--- config.mk ---
export PLATFORM = sky130hd
export DESIGN_NAME = serial_borrow_subtractor
export DESIGN_NICKNAME = d
export VERILOG_FILES = /design/src/rtl/serial_borrow_subtractor_pkg.sv /design/src/rtl/serial_borrow_subtractor_full_subtractor.sv /design/src/rtl/serial_borrow_subtractor.sv
export SDC_FILE = /design/constraint.sdc
export NUM_CORES = 1
export LEC_CHECK = 0
export ABC_AREA = 1
export CAP_MARGIN = 25
export CORE_AREA = 3 3 68 44
export CTS_BUF_LIST = sky130_fd_sc_hd__clkbuf_8
export DETAILED_ROUTE_END_ITERATION = 7
export DIE_AREA = 0 0 71 47
export GPL_TIMING_DRIVEN = 1
export PLACE_DENSITY = 0.9
export SLEW_MARGIN = 20
export SYNTH_ARGS = -nofsm -noshare
export SYNTH_HDL_FRONTEND = slang
export SYNTH_SLANG_ARGS = --single-unit
--- constraint.sdc ---
create_clock -name clk -period 1.4 [get_ports clk]
set_input_delay 0.14 -clock clk [delete_from_list [all_inputs] [get_ports clk]]
set_output_delay 0.14 -clock clk [all_outputs]
set_load 0.05 [all_outputs]
--- src/rtl/serial_borrow_subtractor_pkg.sv ---
// Shared types and sizing helpers for the bit-serial borrow subtractor.
package serial_sub_pkg;

  typedef enum logic [1:0] {
    IDLE = 2'd0,
    RUN  = 2'd1,
    DONE = 2'd2
  } state_e;

  // The counter must be able to hold WIDTH itself (the finalisation step).
  function automatic int cnt_w(input int width);
    return $clog2(width + 1);
  endfunction

endpackage

--- src/rtl/serial_borrow_subtractor_full_subtractor.sv ---
// One-bit full subtractor: d = a - b - bin, bout set when the bit underflows.
module full_subtractor (
  input  logic i_a,
  input  logic i_b,
  input  logic i_bin,
  output logic o_d,
  output logic o_bout
);

  logic w_axb;

  assign w_axb  = i_a ^ i_b;
  assign o_d    = w_axb ^ i_bin;
  assign o_bout = (~i_a & i_b) | (~w_axb & i_bin);

endmodule

--- src/rtl/serial_borrow_subtractor.sv ---
// Bit-serial ripple-borrow subtractor: diff = a - b - bin, one bit per clock, LSB first.
// Handshakes: a transfer happens on a rising edge where valid && ready; valid never depends on ready.
module serial_borrow_subtractor
  import serial_sub_pkg::*;
#(
  parameter int WIDTH = 4
) (
  input  logic             clk,
  input  logic             rst,
  input  logic             in_valid,
  output logic             in_ready,
  input  logic [WIDTH-1:0] a,
  input  logic [WIDTH-1:0] b,
  input  logic             bin,
  output logic             out_valid,
  input  logic             out_ready,
  output logic [WIDTH-1:0] diff,
  output logic             borrow,
  output logic             ovf,
  output logic             busy,
  output state_e           dbg_state
);

  localparam int CNT_W = cnt_w(WIDTH);

  state_e           r_state;
  logic [CNT_W-1:0] r_cnt;
  logic [WIDTH-1:0] r_a;
  logic [WIDTH-1:0] r_b;
  logic [WIDTH-1:0] r_acc;
  logic             r_br;
  logic             r_a_msb;
  logic             r_b_msb;
  logic             r_in_ready;
  logic             r_out_valid;
  logic             r_busy;
  logic [WIDTH-1:0] r_diff;
  logic             r_borrow;
  logic             r_ovf;
  logic             w_d;
  logic             w_bout;

  full_subtractor u_fs (
    .i_a    (r_a[0]),
    .i_b    (r_b[0]),
    .i_bin  (r_br),
    .o_d    (w_d),
    .o_bout (w_bout)
  );

  always_ff @(posedge clk) begin
    if (rst) begin
      r_state     <= IDLE;
      r_cnt       <= '0;
      r_a         <= '0;
      r_b         <= '0;
      r_acc       <= '0;
      r_br        <= 1'b0;
      r_a_msb     <= 1'b0;
      r_b_msb     <= 1'b0;
      r_in_ready  <= 1'b1;
      r_out_valid <= 1'b0;
      r_busy      <= 1'b0;
      r_diff      <= '0;
      r_borrow    <= 1'b0;
      r_ovf       <= 1'b0;
    end else begin
      case (r_state)
        IDLE: begin
          if (in_valid) begin
            r_a        <= a;
            r_b        <= b;
            r_br       <= bin;
            r_a_msb    <= a[WIDTH-1];
            r_b_msb    <= b[WIDTH-1];
            r_cnt      <= '0;
            r_in_ready <= 1'b0;
            r_busy     <= 1'b1;
            r_state    <= RUN;
          end
        end
        RUN: begin
          // One extra RUN step after the last bit moves the accumulator to the outputs.
          if (r_cnt == CNT_W'(WIDTH)) begin
            r_diff      <= r_acc;
            r_borrow    <= r_br;
            r_ovf       <= (r_a_msb != r_b_msb) && (r_acc[WIDTH-1] != r_a_msb);
            r_out_valid <= 1'b1;
            r_state     <= DONE;
          end else begin
            r_acc <= {w_d, r_acc[WIDTH-1:1]};
            r_a   <= r_a >> 1;
            r_b   <= r_b >> 1;
            r_br  <= w_bout;
            r_cnt <= r_cnt + CNT_W'(1);
          end
        end
        DONE: begin
          if (out_ready) begin
            r_out_valid <= 1'b0;
            r_in_ready  <= 1'b1;
            r_busy      <= 1'b0;
            r_state     <= IDLE;
          end
        end
        default: r_state <= IDLE;
      endcase
    end
  end

  assign in_ready  = r_in_ready;
  assign out_valid = r_out_valid;
  assign busy      = r_busy;
  assign diff      = r_diff;
  assign borrow    = r_borrow;
  assign ovf       = r_ovf;
  assign dbg_state = r_state;

endmodule

## Word-level counts from Yosys, hierarchy flattened

Index checks and enable logic that the tools add are counted.

- Flip-flop bits (word level): 29
- Input port bits: 13
- Output and inout bits: 11
- Word-level logic and storage cells: 68

- Add/sub/neg operators: 1
- Eq/ne operators: 9
- Mux-type cells: 24
- Bitwise logic cells: 8
- Reductions and logical operators: 12

Operators with widths:

| cell | count |
|---|---|
| $mux 4 | 4 |
| $pmux 4 s2 | 2 |
| $reduce_and 3->1 | 4 |
| $ne 2x2->1 const B | 4 |
| $pmux 1 s2 | 4 |
| $mux 1 | 7 |
| $mux 2 | 3 |
| $mux 3 | 2 |
| $pmux 2 s3 | 1 |
| $pmux 3 s2 | 1 |
| $reduce_and 2->1 | 3 |
| $reduce_bool 2->1 | 3 |
| $add 3x1->3 const B | 1 |
| $eq 3x3->1 const B | 1 |
| $not 1->1 | 3 |
| $and 1x1->1 | 2 |
| $eq 2x1->1 const B | 1 |
| $eq 2x2->1 const B | 1 |
| $logic_not 2->1 | 1 |
| $ne 1x1->1 | 2 |
| $xor 1x1->1 | 2 |
| $logic_and 1x1->1 | 1 |
| $or 1x1->1 | 1 |

## Depth between registers and ports, before layout

Gate-level depths: netlist (run 1).

- Depth in word-level cells: 6
- Mapped depth: 8

## Hierarchy

Synthesis (run 1) repeated with hierarchy kept, for this count alone.

- Cells, all modules: 176
- Area, all modules: 1298.7 um2

Modules (own cells, without submodules):

| module | instances | cells an instance | area each (um2) | seq. area each (um2) |
|---|---|---|---|---|
| serial_borrow_subtractor | 1 | 172 | 1267.5 | 580.6 |
| full_subtractor | 1 | 4 | 31.3 | 0.0 |

## Least setup slack after synthesis (run 1)

OpenSTA, ideal clock, no wires.

- Kind: flip-flop to flip-flop
- Start: reg r_state[0] (netlist: dbg_state[0])
- End: reg r_acc[3]
- Arrival: 1.397 ns
- Setup slack: -0.117 ns
- Cell stages (with the launch flop): 7
- Path buffers: 1
- Period minus slack after synthesis: 1.517 ns
- Cell sequence: dfxtp_1 -> inv_1 -> nor2_4 -> nand2_4 -> buf_6 -> o21ai_0 -> a21oi_1

- Cells in the longest elaborated chain, start to end: 2

RTL lines:

| item | line | text |
|---|---|---|
| start: declaration | serial_borrow_subtractor.sv:26 | `state_e r_state;` |
| start signal: assignment | serial_borrow_subtractor.sv:53 | `r_state <= IDLE;` |
| start signal: assignment | serial_borrow_subtractor.sv:79 | `r_state <= RUN;` |
| start signal: assignment | serial_borrow_subtractor.sv:89 | `r_state <= DONE;` |
| $eq 2x1->1 | serial_borrow_subtractor.sv:68 | `case (r_state)` |
| $reduce_and 2->1 (no line) | -- |  |
| end signal: assignment | serial_borrow_subtractor.sv:91 | `r_acc <= {w_d, r_acc[WIDTH-1:1]};` |
| end: declaration | serial_borrow_subtractor.sv:30 | `logic [WIDTH-1:0] r_acc;` |

No other way between the ends.
A chain may end at the register's enable or synchronous reset.

## Worst setup path after layout (run 1)

- Start: reg r_cnt[0]
- End: reg r_b[1]

- Cells in the longest elaborated chain, start to end: 3

RTL lines:

| item | line | text |
|---|---|---|
| start: declaration | serial_borrow_subtractor.sv:27 | `logic [CNT_W-1:0] r_cnt;` |
| start signal: assignment | serial_borrow_subtractor.sv:95 | `r_cnt <= r_cnt + CNT_W'(1);` |
| $eq 3x3->1 | serial_borrow_subtractor.sv:84 | `if (r_cnt == CNT_W'(WIDTH)) begin` |
| $ne 2x2->1 (no line) | -- |  |
| $reduce_and 3->1 (no line) | -- |  |
| end signal: assignment | serial_borrow_subtractor.sv:93 | `r_b <= r_b >> 1;` |
| end: declaration | serial_borrow_subtractor.sv:29 | `logic [WIDTH-1:0] r_b;` |

No other way between the ends.

==> out/metrics.cfg, run 1 <==
[route]
drc=0
first_pass_iters=4
wirelength_microns=2815
antenna_left=0
num_vias=1174
vias_per_cell=4.831
drt_iter0_markers=80
routedWlPerCell_microns=11.58

[global_route]
antenna_found_initial=0
grt_pass1_wl_microns=4360
grt.total_usage_pct=18.02
grt_max_degree=14
overflow=0
grt_pass1_vias=972

[setup_path]
cp_max_fo=11
arrival_ns=1.48
cp-startpoint=r_cnt[0]
path_cells=inv_1 > ha_1 > nand2_2 > nand2_4 > nand2_2 > inv_2 > nor2_1 > nor2_1
worstPathRequired_ns=1.58
crit_family=simple AND/OR/NAND/NOR gates
critPathBufInv=2
cp_slowest_cell=dfxtp_2
critPathKind=flop to flop
r2r_start=r_cnt[0]
critPathLaunchType=flop
max_stage_delay_ns=0.35
endpoint_kind=flop

[sta]
post-route-period-util_pct=93.33
grt_setup_unrepaired=yes
fmax_mhz=765.3
setup_violations=0
fin_crit_ns=1.307
layout_setup_ws_ns=0.09340
relSlewSlack_pct=82.71
timing_worst_slew_pin_value_ns=0.2584
hold_violations=0
skew_ns=0.004503
setup_tns_ns=0
slew_violations=0

[worst_hold_path]
hold_path_class=flop to flop
min_from=busy

[job]
maxCapViolCount=0

[logic_synthesis]
synth-seq-cells=29
synth-edff-count=0
ys_types=21
synthAdderAreaFrac_pct=3.547
synth_fp_nets=188
synth_xor_area_share_pct=0
ys_seq_area_share_pct=45.71
avgSynthCellArea_sq_um=7.384
yosysWarnings=0
ys.flop_type=dfxtp_1
synth_top_area_share_pct=45.71
synth_compound_area_share_pct=10.25
synth_area_leader_cell=dfxtp_1
synthMuxAreaShare_pct=0
synthSimpleGateAreaFrac_pct=32.02
async_reset_ff_share_pct=0
syn-cell-area_sq_um=1270
synth_cells=172
synth_top_family_by_area=simple AND/OR/NAND/NOR gates
synthTopCellsByArea=dfxtp_1, nand2_1, nor2_1

[clock_network]
cts.clk_slew.worst_paths_ns=0.06
cts_buffer_depth=2
cts_made_buffers=5
cts-root-buf=clkbuf_8
htreeDepth=2
cts_tree=built
clock_latency_ns=0.28
cts.sinks=29

[finish]
layout_common_cells=nand2_1, nor2_1, dfxtp_1
design_area_sq_um=1684
syn2layout_area_growth_pct=32.61
ff_latch_area_sq_um=585.6
nets=226
antenna_cells=0
layout_commonest_cell=nand2_1
fillers=202
drive_gt1_share_pct=20.38
multi_input_area_sq_um=586.8

[floorplan]
core_area_sq_um=2452
io_pins=24
die_height_microns=47
die_area_sq_um=3337
start_util_pct=51.79
core.rowCount=14
die_w_microns=71

[placed_design]
dp_hpwl_microns=2057
place.gp.congestion=0.9119
place_area_sq_um=1572
place_ws_ns=-0.03078
port_buffers=23

[power]
ir_drop_mv=0.7862
powerDensity_nw_per_um2=1115
p_leak_uw=0.0007842

[outcome]
outcome=completed

[where the power goes]
part / internal, uW / switching [uW]
logic: 140 / 180
clock network: 336 / 314
registers: 879 / 29.6
[metal layers]
layer / global-route usage [%] / part of all wire, %
met1: 23.64 / 49
met2: 26.70 / 43
met5: 0 / 0
met3: 7.906 / 7.6
met4: 6.742 / 0
[flip-flops by register name, indices dropped and copies added (netlist names)]
signal,cells
diff,4
r_a,4
r_acc,4
r_b,4
r_cnt,3
dbg_state,2
borrow,1
busy,1
in_ready,1
out_valid,1
ovf,1
r_a_msb,1
r_b_msb,1
r_br,1
[kinds of logic (layout without fill, tap and decap cells)]
group,count (synthesis),in the layout
and+or+nand+nor,92,92
DFF,29,29
adders and majority gates,3,3
AOI/OAI and AO/OA,26,26
buffers and inverters,22,61
[worst reg2reg max path, stage by stage, from the launching register on]
cell,delay [ns]
dfxtp_2,0.35
inv_1,0.07
ha_1,0.20
nand2_2,0.12
nand2_4,0.12
nand2_2,0.10
inv_2,0.08
nor2_1,0.11
nor2_1,0.06
[repair_timing]
action,4_1_cts,5_1_grt
buffers inserted,0,3
pin swaps,0,2
setup endpoints to repair,8,13
hold buffers,0,0
resized for setup,1,3
[through the flow]
stage               hold slack (ns)  instances  util (%)  total power (uW)
floorplan                    0.2017        172         -              1119
global placement             0.4490        232     64.08              1224
detailed placement           0.4599        232     64.08              1232
CTS                          0.4697        240     67.55              1880
global route                 0.4996        243     68.67              1974
finish                       0.4689        243     68.67              1879
[final cells by class]
class,count,share of cell area (%)
multi-input combinational,121,34.84
sequential,29,34.77
timing repair buffer,36,19.32
clock buffer,5,4.086
inverter,17,3.789
tap,32,2.377
clock inverter,3,0.8172
[cells in the mapped netlist, types with 2 or more instances]
cell type and count:
ha_1 2, nand3_1 7, dfxtp_1 29, nand4_1 2, o21ai_0 17, nor2_1 33
nor2_4 2, a21oi_1 9, nand3b_1 4, buf_4 2, inv_1 16, nand2_1 40
[worst paths after layout]
kind	end	slack, ns	cells after the start
hold / removal	busy	0.47	2
setup / recovery	r_b[1]	0.09	8
hold reg to reg	busy	0.47	2
setup reg to reg	r_b[1]	0.09	8
(Power assumes the default switching activity.)
==> run 2, diff against run 1 <==
--- a/config.mk
+++ b/config.mk
@@ -9,11 +9,11 @@
 export CAP_MARGIN = 25
 export CORE_AREA = 3 3 68 44
 export CTS_BUF_LIST = sky130_fd_sc_hd__clkbuf_8
+export CTS_CLUSTER_SIZE = 16
 export DETAILED_ROUTE_END_ITERATION = 7
 export DIE_AREA = 0 0 71 47
 export GPL_TIMING_DRIVEN = 1
 export PLACE_DENSITY = 0.9
-export SLEW_MARGIN = 20
 export SYNTH_ARGS = -nofsm -noshare
 export SYNTH_HDL_FRONTEND = slang
 export SYNTH_SLANG_ARGS = --single-unit
==> results of run 2 <==
The final DEF is identical to that of run 1; final timing and power are the same.
==> RTL edit: new RTL, settings of run 2 <==
Make the reset (`rst`) asynchronous in one clocked block.
--- a/src/rtl/serial_borrow_subtractor.sv
+++ b/src/rtl/serial_borrow_subtractor.sv
@@ -48,7 +48,7 @@
     .o_bout (w_bout)
   );
 
-  always_ff @(posedge clk) begin
+  always_ff @(posedge clk or posedge rst) begin
     if (rst) begin
       r_state     <= IDLE;
       r_cnt       <= '0;
Function: differs if rst is asserted again (counterexample within 4 cycles, from zero or initial values and one cycle with rst high); with rst held inactive, the same outputs for 10 cycles.
==> RTL edit against run 2 <==
  * Worst setup slack worse by 0.047 ns
  * Hold slack worse by 0.27 ns
  * Fmax is 3.5% lower
  * Non-clock buffer count is 2 higher
  * Via count is 0.85% higher
  * Synthesized cell count is 9.3% lower
  * Area after synthesis is 6.9% higher
  * Critical endpoint is now r_cnt[2]
  * Final area is 13% higher
  * First-iteration DRC count is 43% lower
  * Sequential cell count stayed put
  * Wire length is 20% higher
Power is not compared: it rests on default switching activity, and its combinational part moved more than twofold at a synthesized area within 25%.
==> RTL edit: results (changes against run 2) <==
stage,metric,value,unit,change
critical_path,cp_data_arrival_time,1.57,ns,was 1.48 ns
global_route,grt_util_met2,37.02,%,was 26.70%
synthesis,synthArstFlopShare,100.0,%,was 0%
layout,buffers_excl_clock,38,,was 36
timing,hold_slack,0.2001,ns,was 0.4689 ns
global_route,use_met1,22.81,%,was 23.64%
synthesis,syn_avg_cell_area,8.702,um^2,was 7.384 um^2
routing,met3_length,216,um,was 213 um
layout,fin_nets,212,,was 226
placement,place.gp.congestion,0.8308,,was 0.9119
layout,utilization,77.70,%,was 68.67%
global_route,grt_usage,20.28,%,was 18.02%
timing,fmax,738.8,MHz,was 765.3 MHz
layout,buf_share,23.11,%,was 19.32%
routing,drtIter0Drc,46,,was 80
critical_path,worstPathMaxFanout,5,,was 11
critical_path,r2r_setup_slack,0.05,ns,was 0.09 ns
routing,via_count,1184,,was 1174
status,outcome,"complete, no violations",,unchanged
timing,worst_pin_slew,0.2488,ns,was 0.2584 ns
layout,clk_share,4.202,%,was 4.903%
layout,multi_input_area,556.8,um^2,was 586.8 um^2
critical_path,slowest_stage,dfrtp_1,,was dfxtp_2
global_route,grt_pass1_vias,1119,,was 972
layout,area_growth,40.37,%,was 32.61%
layout,multi_input_cells,106,,was 121
worst_hold_path,worstHoldPathType,input port to asynchronous set/reset pin,,was register to register
layout,drive_above_1_share,23.86,%,was 20.38%
synthesis,synth_nets,172,,was 188
placement,dpl.hpwl,2.228,mm,was 2.057 mm
synthesis,synth_common_cells,"nand2_1, dfrtp_1, nand3_1, inv_1, o21ai_0",,"was nand2_1, nor2_1, dfxtp_1, o21ai_0, inv_1"
routing,routedWlPerCell,14.76,um,was 11.58 um
synthesis,synth-compound-area-share,5.438,%,was 10.25%
critical_path,worstRegToRegCells,9,,was 8
placement,dpl_cell_area,0.001724,mm^2,was 0.001572 mm^2
critical_path,r2r_end,r_cnt[2],,was r_b[1]
timing,skew,0.001996,ns,was 0.004503 ns
routing,wl_met1,1.371,mm,was 1.392 mm
routing,top_layer_used,met4,,was met3
synthesis,synthTopCellsByArea,"dfrtp_1, nand2_1, nand3_1",,"was dfxtp_1, nand2_1, nor2_1"
synthesis,synth_ff_type,dfrtp_1,,was dfxtp_1
global_route,grt_pass1_wl,4.968,mm,was 4.360 mm
layout,n_all_inverters,16,,was 17
synthesis,synth-adder-area-share,3.318,%,was 3.547%
layout,multi_input_area_share,29.22,%,was 34.84%
routing,wl_met2,1.697,mm,was 1.209 mm
synthesis,synth-xor-area-share,0.6452,%,was 0%
clock_network,cts_max_path_buffers,2,,unchanged
critical_path,max_stage_delay,0.38,ns,was 0.35 ns
placement,pre_cts_ws,-0.09720,ns,was -0.03078 ns
critical_path,critPathCapture,r_cnt[2],,was r_b[1]
synthesis,ys_seq_area_share,53.55,%,was 45.71%
global_route,grt_max_degree,30,,was 14
[RTL edit: cell types whose count changed after synthesis, sizes merged, moves of 4 or more]
cell	change
dfrtp	+28
o21ai	-6
nand3	+16
dfxtp	-29
nand3b	-4
nor2	-33
nand2	+20
a21oi	-9
[RTL edit: worst min path at each step]
stage / start / end / slack, ns / depth (start not counted)
floorplan: rst / borrow / 0.22 / 1
global placement: r_acc[0] / diff[0] / 0.47 / 2
detailed placement: r_acc[0] / diff[0] / 0.48 / 2
CTS: rst / diff[3] / 0.21 / 3
global route: rst / diff[0] / 0.24 / 3
finish: rst / diff[1] / 0.20 / 3
[RTL edit: timing repair]
| item | 4_1_cts | 5_1_grt |
|---|---|---|
| pin swaps | 0 | 1 |
| setup endpoints to repair | 8 | 16 |
| resized for setup | 3 | 6 |
| hold endpoints to repair | 0 | 0 |
| setup buffers | 0 | 9 |
